File: src/rtl/harness_pkg.sv
// Shared types and constants for the RV64 run controller and its dump sequencer.
package harness_pkg;

    localparam int DEFAULT_XLEN = 64;
    localparam int DEFAULT_ILEN = 32;

    // All-zero instruction word used as the end-of-program marker.
    localparam logic [31:0] HALT_NOP = 32'h0000_0000;

    typedef enum logic [2:0] {
        ST_IDLE     = 3'd0,
        ST_LOAD     = 3'd1,
        ST_RUN      = 3'd2,
        ST_DUMP_REG = 3'd3,
        ST_DUMP_MEM = 3'd4,
        ST_DONE     = 3'd5
    } harness_state_t;

    function automatic logic can_start(input harness_state_t s);
        return (s == ST_IDLE) || (s == ST_DONE);
    endfunction

endpackage

File: src/rtl/harness_dump_seq.sv
// Indexed valid/ready sequencer: walks index 0..COUNT-1 once per handshake and
// presents the caller's combinational read data as the stream payload.
module harness_dump_seq #(
    parameter int COUNT   = 32,
    parameter int IW      = 5,
    parameter int DW      = 64,
    parameter bit LAST_EN = 1'b1
) (
    input  logic          clk,
    input  logic          reset,
    input  logic          i_clear,
    input  logic          i_active,
    input  logic          i_ready,
    input  logic [DW-1:0] i_data,
    output logic          o_valid,
    output logic [IW-1:0] o_index,
    output logic [DW-1:0] o_data,
    output logic          o_last,
    output logic          o_finish
);

    logic [IW-1:0] r_index;
    logic          w_at_end;
    logic          w_fire;

    assign w_at_end = (r_index == IW'(COUNT - 1));
    assign w_fire   = i_active && i_ready;

    // Index only moves on a handshake, so a stalled beat keeps its address and data.
    always_ff @(posedge clk or posedge reset) begin
        if (reset) begin
            r_index <= '0;
        end else if (i_clear) begin
            r_index <= '0;
        end else if (w_fire) begin
            r_index <= w_at_end ? '0 : r_index + IW'(1);
        end
    end

    assign o_valid  = i_active;
    assign o_index  = r_index;
    assign o_data   = i_data;
    assign o_last   = LAST_EN && i_active && w_at_end;
    assign o_finish = w_fire && w_at_end;

endmodule

File: src/rtl/cpu_test_harness.sv
// Run controller for the sequential RV64 core: load program, run to halt or
// timeout, then stream out the register file followed by a data-memory window.
module cpu_test_harness
    import harness_pkg::*;
#(
    parameter int  XLEN       = DEFAULT_XLEN,
    parameter int  ILEN       = DEFAULT_ILEN,
    parameter int  IMEM_DEPTH = 32,
    parameter int  NREGS      = 32,
    parameter int  DMEM_DUMP  = 32,
    parameter int  TIMEOUT    = 1024,
    parameter logic [ILEN-1:0] HALT_WORD = ILEN'(HALT_NOP),
    localparam int IAW        = $clog2(IMEM_DEPTH),
    localparam int DAW        = $clog2(DMEM_DUMP)
) (
    input  logic            clk,
    input  logic            reset,
    input  logic            start,

    input  logic            load_valid,
    output logic            load_ready,
    input  logic [ILEN-1:0] load_data,
    input  logic            load_last,

    output logic            imem_we,
    output logic [IAW-1:0]  imem_waddr,
    output logic [ILEN-1:0] imem_wdata,

    output logic            cpu_reset,
    output logic            cpu_en,
    input  logic [ILEN-1:0] cpu_instruction,
    input  logic [XLEN-1:0] cpu_pc,

    output logic [4:0]      dbg_reg_addr,
    input  logic [XLEN-1:0] dbg_reg_data,
    output logic [DAW-1:0]  dbg_mem_addr,
    input  logic [XLEN-1:0] dbg_mem_data,

    output logic            dump_valid,
    input  logic            dump_ready,
    output logic [XLEN-1:0] dump_data,
    output logic            dump_last,

    output logic            done,
    output logic            timed_out,
    output logic [31:0]     cycle_count,
    output logic [XLEN-1:0] halt_pc
);

    harness_state_t r_state;
    harness_state_t w_state_next;

    logic [IAW-1:0]  r_load_ptr;
    logic [IAW-1:0]  w_load_ptr_next;
    logic [31:0]     r_cycle_count;
    logic [31:0]     w_cycle_count_next;
    logic [31:0]     w_cycle_inc;
    logic            r_done;
    logic            w_done_next;
    logic            r_timed_out;
    logic            w_timed_out_next;
    logic [XLEN-1:0] r_halt_pc;
    logic [XLEN-1:0] w_halt_pc_next;

    logic            w_restart;
    logic            w_reg_active;
    logic            w_mem_active;
    logic            w_reg_valid;
    logic            w_mem_valid;
    logic [4:0]      w_reg_idx;
    logic [DAW-1:0]  w_mem_idx;
    logic [XLEN-1:0] w_reg_data;
    logic [XLEN-1:0] w_mem_data;
    logic            w_reg_last;
    logic            w_mem_last;
    logic            w_reg_finish;
    logic            w_mem_finish;

    // Sequencer controls come straight from the state register to keep them
    // outside the next-state process and free of combinational feedback.
    assign w_restart    = can_start(r_state) && start;
    assign w_reg_active = (r_state == ST_DUMP_REG);
    assign w_mem_active = (r_state == ST_DUMP_MEM);
    assign w_cycle_inc  = r_cycle_count + 32'd1;

    harness_dump_seq #(
        .COUNT   (NREGS),
        .IW      (5),
        .DW      (XLEN),
        .LAST_EN (1'b0)
    ) u_reg_seq (
        .clk      (clk),
        .reset    (reset),
        .i_clear  (w_restart),
        .i_active (w_reg_active),
        .i_ready  (dump_ready),
        .i_data   (dbg_reg_data),
        .o_valid  (w_reg_valid),
        .o_index  (w_reg_idx),
        .o_data   (w_reg_data),
        .o_last   (w_reg_last),
        .o_finish (w_reg_finish)
    );

    harness_dump_seq #(
        .COUNT   (DMEM_DUMP),
        .IW      (DAW),
        .DW      (XLEN),
        .LAST_EN (1'b1)
    ) u_mem_seq (
        .clk      (clk),
        .reset    (reset),
        .i_clear  (w_restart),
        .i_active (w_mem_active),
        .i_ready  (dump_ready),
        .i_data   (dbg_mem_data),
        .o_valid  (w_mem_valid),
        .o_index  (w_mem_idx),
        .o_data   (w_mem_data),
        .o_last   (w_mem_last),
        .o_finish (w_mem_finish)
    );

    always_ff @(posedge clk or posedge reset) begin
        if (reset) begin
            r_state       <= ST_IDLE;
            r_load_ptr    <= '0;
            r_cycle_count <= '0;
            r_done        <= 1'b0;
            r_timed_out   <= 1'b0;
            r_halt_pc     <= '0;
        end else begin
            r_state       <= w_state_next;
            r_load_ptr    <= w_load_ptr_next;
            r_cycle_count <= w_cycle_count_next;
            r_done        <= w_done_next;
            r_timed_out   <= w_timed_out_next;
            r_halt_pc     <= w_halt_pc_next;
        end
    end

    always_comb begin
        w_state_next       = r_state;
        w_load_ptr_next    = r_load_ptr;
        w_cycle_count_next = r_cycle_count;
        w_done_next        = r_done;
        w_timed_out_next   = r_timed_out;
        w_halt_pc_next     = r_halt_pc;

        cpu_reset  = 1'b1;
        cpu_en     = 1'b0;
        load_ready = 1'b0;
        imem_we    = 1'b0;
        imem_waddr = r_load_ptr;
        imem_wdata = load_data;

        case (r_state)
            ST_IDLE, ST_DONE: begin
                // Core stays frozen (not reset) in DONE so its state can be re-dumped externally.
                cpu_reset = (r_state == ST_IDLE);
                if (start) begin
                    w_state_next       = ST_LOAD;
                    w_load_ptr_next    = '0;
                    w_cycle_count_next = '0;
                    w_done_next        = 1'b0;
                    w_timed_out_next   = 1'b0;
                    w_halt_pc_next     = '0;
                end
            end

            ST_LOAD: begin
                load_ready = 1'b1;
                if (load_valid) begin
                    imem_we         = 1'b1;
                    w_load_ptr_next = r_load_ptr + IAW'(1);
                    if (load_last || (r_load_ptr == IAW'(IMEM_DEPTH - 1))) begin
                        w_state_next = ST_RUN;
                    end
                end
            end

            ST_RUN: begin
                cpu_reset = 1'b0;
                if (cpu_instruction == HALT_WORD) begin
                    // Halt has priority over a coinciding timeout and gates the core this cycle.
                    w_halt_pc_next = cpu_pc;
                    w_state_next   = ST_DUMP_REG;
                end else begin
                    cpu_en = 1'b1;
                    if (r_cycle_count != 32'(TIMEOUT)) begin
                        w_cycle_count_next = w_cycle_inc;
                    end
                    if (w_cycle_inc == 32'(TIMEOUT)) begin
                        w_timed_out_next = 1'b1;
                        w_halt_pc_next   = cpu_pc;
                        w_state_next     = ST_DUMP_REG;
                    end
                end
            end

            ST_DUMP_REG: begin
                cpu_reset = 1'b0;
                if (w_reg_finish) begin
                    w_state_next = ST_DUMP_MEM;
                end
            end

            ST_DUMP_MEM: begin
                cpu_reset = 1'b0;
                if (w_mem_finish) begin
                    w_state_next = ST_DONE;
                    w_done_next  = 1'b1;
                end
            end

            default: begin
                w_state_next = ST_IDLE;
            end
        endcase
    end

    assign dbg_reg_addr = w_reg_idx;
    assign dbg_mem_addr = w_mem_idx;
    assign dump_valid   = w_reg_valid || w_mem_valid;
    assign dump_data    = w_reg_valid ? w_reg_data : w_mem_data;
    assign dump_last    = w_reg_last || w_mem_last;

    assign done        = r_done;
    assign timed_out   = r_timed_out;
    assign cycle_count = r_cycle_count;
    assign halt_pc     = r_halt_pc;

endmodule

File: config.mk
export PLATFORM = sky130hd
export DESIGN_NAME = cpu_test_harness
export DESIGN_NICKNAME = d
export VERILOG_FILES = /design/src/rtl/harness_pkg.sv /design/src/rtl/harness_dump_seq.sv /design/src/rtl/cpu_test_harness.sv
export SDC_FILE = /design/constraint.sdc
export NUM_CORES = 1
export LEC_CHECK = 0
export BUFFER_PORTS_ARGS = -buffer_cell sky130_fd_sc_hd__buf_4
export CAP_MARGIN = 20
export CELL_PAD_IN_SITES_DETAIL_PLACEMENT = 0
export CELL_PAD_IN_SITES_GLOBAL_PLACEMENT = 1
export CORE_AREA = 8 8 178 180
export DETAILED_ROUTE_END_ITERATION = 8
export DIE_AREA = 0 0 186 188
export PLACE_DENSITY = 0.76
export SLEW_MARGIN = 20
export SYNTH_ARGS = -nofsm -noshare
export SYNTH_HDL_FRONTEND = slang
export SYNTH_HIERARCHICAL = 1
export SYNTH_SLANG_ARGS = --single-unit
export TNS_END_PERCENT = 50
File: constraint.sdc
create_clock -name clk -period 4.35 [get_ports clk]
set_input_delay 0.2175 -clock clk [delete_from_list [all_inputs] [get_ports clk]]
set_output_delay 0.2175 -clock clk [all_outputs]
set_load 0.05 [all_outputs]
# After elaboration in Yosys (flattened, before gate mapping)
# Index checks and enable logic that the tools add are counted.
# classes
n_reduce_logical	24
n_shift	0
addsub	4
mul	0
n_eq_ne	19
n_div	0
bitwise_logic	0
muxes	38
magnitude_cmp	0
# op_table
cell	n
2-to-1 mux 64 bit	4
one-hot mux 64 bit (2 select lines)	1
2-to-1 mux 32 bit	3
one-hot mux 32 bit (2 select lines)	1
2-to-1 mux 5 bit	8
adder 32 x 1 -> 32 bit, second input constant	1
== test 32 x 11 -> 1 bit, second input constant	1
logical NOT 32 bit	1
!= test 32 x 11 -> 1 bit, second input constant	1
2-to-1 mux 3 bit	7
!= test 2 bit, second input constant	8
adder 5 x 1 -> 5 bit, second input constant	3
== test 5 bit, second input constant	3
one-hot mux 3 bit (5 select lines)	1
one-hot mux 5 bit (2 select lines)	1
nonzero test 2 bit	5
2-to-1 mux 1 bit	9
AND reduction 3 bit	3
AND reduction 4 bit	2
== test 3 x 2 -> 1 bit, second input constant	2
== test 3 bit, second input constant	2
logical AND 1 bit	6
one-hot mux 1 bit (2 select lines)	3
AND reduction 6 bit	1
6 further kinds	8
# word_totals
elab_cells	93
ram_bits	0
latch_bits	0
n_memories	0
mem_bits_ro	0
reg_bits	116
input_bits	262

# Logic depth before layout (Yosys ltp)
# depth
ltp_word	5
depth_mapped	12

# Cells and area by module
# Netlist, hierarchy kept.
# modules_own_cells
module	cells_each	instances	area_each_um2
cpu_test_harness	638	1	6532.5
harness_dump_seq (u_mem_seq)	96	1	778.2
harness_dump_seq (u_reg_seq)	96	1	770.7

# Worst setup path after synthesis
# OpenSTA, ideal clock, no wires.
# synth_path
path_kind	register to register
start	reg r_cycle_count[0], in the netlist cycle_count[0]
end	reg r_halt_pc[1], in the netlist halt_pc[1]
path_slack_ps	756
period_less_slack_ps	3594
stages_incl_launch_ff	11
t_arrival_ps	3473
cell_sequence	dfrtp_1 ha_1 nand3_1 nor4_1 mux2i_1 o2111ai_1 or4_4 nor4_4 o21ai_4 buf_6 a22o_1
# synth_via
elab_chain_cells	4
# synth_rtl
item	line_no	rtl
start: declaration	cpu_test_harness.sv:55	logic [31:0] r_cycle_count;
start signal: assignment	cpu_test_harness.sv:135	r_cycle_count <= w_cycle_count_next;
adder 32 x 1 -> 32 bit	cpu_test_harness.sv:84	assign w_cycle_inc = r_cycle_count + 32'd1;
== test 32 x 11 -> 1 bit	cpu_test_harness.sv:193	if (w_cycle_inc == 32'(TIMEOUT)) begin
!= test 3 bit (no line)	-	
AND reduction 3 bit (no line)	-	
end signal: assignment	cpu_test_harness.sv:138	r_halt_pc <= w_halt_pc_next;
end: declaration	cpu_test_harness.sv:62	logic [XLEN-1:0] r_halt_pc;
# No other way between the ends.
# A chain may end at the register's enable or synchronous reset.

# Final worst setup path
# layout_path
start	reg r_cycle_count[0], in the netlist cycle_count[0]
end	reg r_halt_pc[57], in the netlist halt_pc[57]
# The elaborated chain is that of the path after synthesis.

==> results by group <==
Logic synthesis
  • YS warnings: 6
  • Multiplexer share of the synthesized area: 9.29%
  • Top FF cell, synth: dfrtp_1
  • Post-Synth XOR/XNOR Area: 1.84%
  • EDFF count, synth: 0
  • Area leader, netlist: dfrtp_1
  • Simple-gate share of the synthesized area: 14.5%
  • Synth Area in Adders: 1.70%
  • Post-Syn Nets: 1103
  • Yosys reg bits: 116
  • FFs w/ async S/R, synth: 100%
  • Synth Area in Compound Gates: 16.5%
  • Yosys top cell area share: 35.9%
  • Commonest cells post-synth: buf_4 (163), dfrtp_1 (116), a22o_1 (65), mux2_2 (64), o21ai_0 (42)
  • Seq/Total Area, Yosys: 35.9%
  • Unique masters post-synth: 59
  • Main combinational cell family by area after synthesis: buffers and inverters
  • Syn avg cell area: 9.74 um2
  • Top-count cell post-synth: buf_4
  • Post-synthesis cell area: 8080 um2
  • Mapped Cells: 830
  • Synth area leaders: dfrtp_1 (36%), buf_4 (15%), mux2_2 (8.9%)

Die
  • # IOs: 477
  • DIE AREA: 35000 um2
  • Die height: 188 um
  • Area of the core: 29000 um2
  • Starting Density: 27.9%
  • Die W: 186 um
  • Row cnt: 63

Timing
  • Tmin final: 3810 ps
  • Period utilisation layout: 87.5%
  • Slew HR: 51.9%
  • Final Skew: 9.69 ps
  • Post-route setup TNS: 0 ps
  • Hold Violations, Final: 0
  • Final Worst Setup Slack: 544 ps
  • Fmax: 263 MHz
  • Least-Margin Pin Slew: 721 ps
  • Slew Limit Fails: 0
  • RSZ-0062 raised after global routing: no
  • Final Setup Violations: 0

Drt
  • DRT antenna net count: 0
  • DRT Pass-1 Iters: 5
  • Final Routed Wirelength: 30.4 mm
  • Vias: 7222
  • # DRC: 0
  • Iter 0 DRT Violations: 386
  • Vias per cell: 4.86
  • DR WL/cell: 20.5 um

Critical path
  • Slowest CP cell: or4_4
  • Buf+Inv Stages, Crit Path: 1
  • Crit path capture type: register
  • Worst r2r dst: halt_pc[57]$_DFFE_PP0P_
  • CP cell instances: ha_1, nand3_1, nor4_1, mux2i_1, o2111ai_1, or4_4, nor4_4, o21ai_4, buf_4, a22o_1
  • WS Path Type: reg -> reg
  • WP data arrival: 4110 ps
  • Largest delay share family, worst path: simple AND/OR/NAND/NOR gates
  • CP max FO: 64
  • Reg-to-reg startpoint: cycle_count[0]$_DFFE_PP0P_
  • Startpoint class of the critical path: register
  • WP data required: 4650 ps
  • FF-to-FF path depth: 10
  • Reg-to-reg setup timing slack: 540 ps
  • Slowest stage delay, CP: 520 ps

Placed design
  • Placed cells: 1433
  • Placer congestion estimate: 0.843
  • Final HPWL DP: 23.6 mm
  • IO buf count: 412
  • Place WS: 565 ps

Clocking
  • Root buffer cell: clkbuf_16
  • CTS tree: yes
  • Clk sinks: 116
  • Clock-pin slew on the worst setup and hold paths: 60 ps
  • H-tree Lvls: 4
  • Maximum clock insertion buffer count: 2
  • Post-CTS setup buffers: 0
  • CTS Buf Count: 17
  • Post-CTS Resized: 0
  • Worst-Skew Late Latency: 420 ps

Cells and area
  • Share of layout cells above drive strength 1: 49.4%
  • Nets: 1356
  • Layout fillers: 2915
  • Syn-to-layout area delta: 36.2%
  • Non-filler instance count after layout: 1486
  • N_diodes: 0

Status
  • Outcome: finished, final reports clean

Power
  • Clock Power Share: 26.9%
  • Sw Share: 43.5%
  • Worst vdd ir: 0.266 mV
  • Int Power: 0.00294 W
  • Reg power frac: 25.4%
  • LEAKAGE: 5.34 nW
  • PD cells: 472 nW/um2
  • Total net switching power: 0.00226 W
  • Logic pwr share: 47.8%

Hold path
  • Hold depth: 2
  • Hold Startpoint: cpu_pc[53]
  • Hold EP: halt_pc[53]$_DFFE_PP0P_
  • Hold Crit Class: in -> reg

Global routing
  • Initial antenna violation count: 0
  • Largest net degree at the start of global routing: 75
  • Number of global-route vias before repair: 7505
  • First-pass GRT wire length: 45.2 mm
  • Global Route Usage Sum: 16.6%
  • Global route overflow: 0

Flow run
  • Max-Cap Viols: 0
==> power groups by stage <==
stage	clock network [W]	logic, W	registers [W]
floorplan	0	0.00156	0.00170
global placement	0	0.00246	0.00134
detailed placement	0	0.00249	0.00134
CTS	0.00144	0.00251	0.00132
global route	0.00149	0.00261	0.00134
finish	0.00140	0.00248	0.00132
==> state kept, by name, summed over array words and instances (netlist names) <==
| signal | flops |
|---|---|
| halt_pc | 64 |
| cycle_count | 32 |
| imem_waddr | 5 |
| u_mem_seq/o_index | 5 |
| u_reg_seq/o_index | 5 |
| r_state | 3 |
| done | 1 |
| timed_out | 1 |
==> cell families (layout without fill, tap and decap cells) <==
family                     Yosys count  count (layout)
AOI/OAI and AO/OA                  185             185
xor gates and xnor gates            17              17
adders and majority gates           11              11
buffers and inverters              225             491
DFF                                116             116
muxes                               67              67
other                                1               1
and+or+nand+nor                    208             208
==> metrics by stage <==
| stage | hold slack [ps] | total power (W) | util [%] | instance area, um2 |
|---|---|---|---|---|
| floorplan | -3.98 | 0.00326 | - | 8080 |
| global placement | 183 | 0.00380 | 35.2 | 10200 |
| detailed placement | 186 | 0.00383 | 35.2 | 10200 |
| CTS | 0.577 | 0.00527 | 37.8 | 11000 |
| global route | 2.05 | 0.00545 | 37.9 | 11000 |
| finish | 20.5 | 0.00520 | 37.9 | 11000 |
==> final cells by class <==
cell class	instances	area [um2]	share of cell area (%)
Multi-Input combinational cell	489	3560	32.3
Inverter	15	58.8	0.534
Clock buffer	18	429	3.90
Sequential cell	116	2900	26.4
Timing Repair Buffer	444	3420	31.0
Tap cell	390	488	4.43
Clock inverter	14	153	1.39
==> how the worst max path moves through the flow <==
stage | startpoint | to | slack (ps) | cells after the start
global placement | cycle_count[0]$_DFFE_PP0P_ | halt_pc[35]$_DFFE_PP0P_ | 640 | 10
global route | cycle_count[0]$_DFFE_PP0P_ | halt_pc[39]$_DFFE_PP0P_ | 260 | 10
CTS | cycle_count[0]$_DFFE_PP0P_ | halt_pc[44]$_DFFE_PP0P_ | 540 | 10
finish | cycle_count[0]$_DFFE_PP0P_ | halt_pc[57]$_DFFE_PP0P_ | 540 | 10
floorplan | cycle_count[0]$_DFFE_PP0P_ | halt_pc[1]$_DFFE_PP0P_ | 760 | 10
detailed placement | cycle_count[0]$_DFFE_PP0P_ | halt_pc[53]$_DFFE_PP0P_ | 570 | 10
==> metal layers <==
layer  up-vias  global-route usage (%)  share of wire, %
li1       3366                       -                 -
met1      3445                    18.5                37
met2       386                    29.1                50
met3        25                    6.37                11
met4         0                    4.49               1.4
met5         -                       0                 0
==> cell usage in the layout (no fill, tap or decap), types with 3 or more instances in the layout <==
cell and count:
or4_1 8, o22ai_1 3, nor4_1 16, mux2_2 64
o21ai_0 41, buf_4 422, clkbuf_16 17, dfrtp_1 116
a22o_1 65, nor2_1 36, xor2_1 7, nand3_1 17
o211ai_1 3, nand2b_1 4, o31ai_1 18, a21oi_1 25
clkinv_4 4, ha_1 11, a31oi_1 4, and4_1 3
nand4_1 19, xnor2_1 10, nor3_1 13, and2_1 11
clkinv_2 3, and3_1 21, o41ai_1 9, nand2_1 34
or3_1 3, inv_1 13, or2_2 6, dlygate4sd3_1 20
inv_6 4, mux2i_1 3
==> worst reg2reg max path, stage by stage (launching register included) <==
cell and delay (ps):
dfrtp_1 490, ha_1 360, nand3_1 290, nor4_1 440
mux2i_1 250, o2111ai_1 120, or4_4 520, nor4_4 430
o21ai_4 60, buf_4 350, a22o_1 370
==> repair_timing <==
action                     CTS  global route
setup endpoints to repair    0             0
hold buffers                19             1
hold endpoints to repair    28             1
Note: power is estimated with default switching activity, not from simulation.
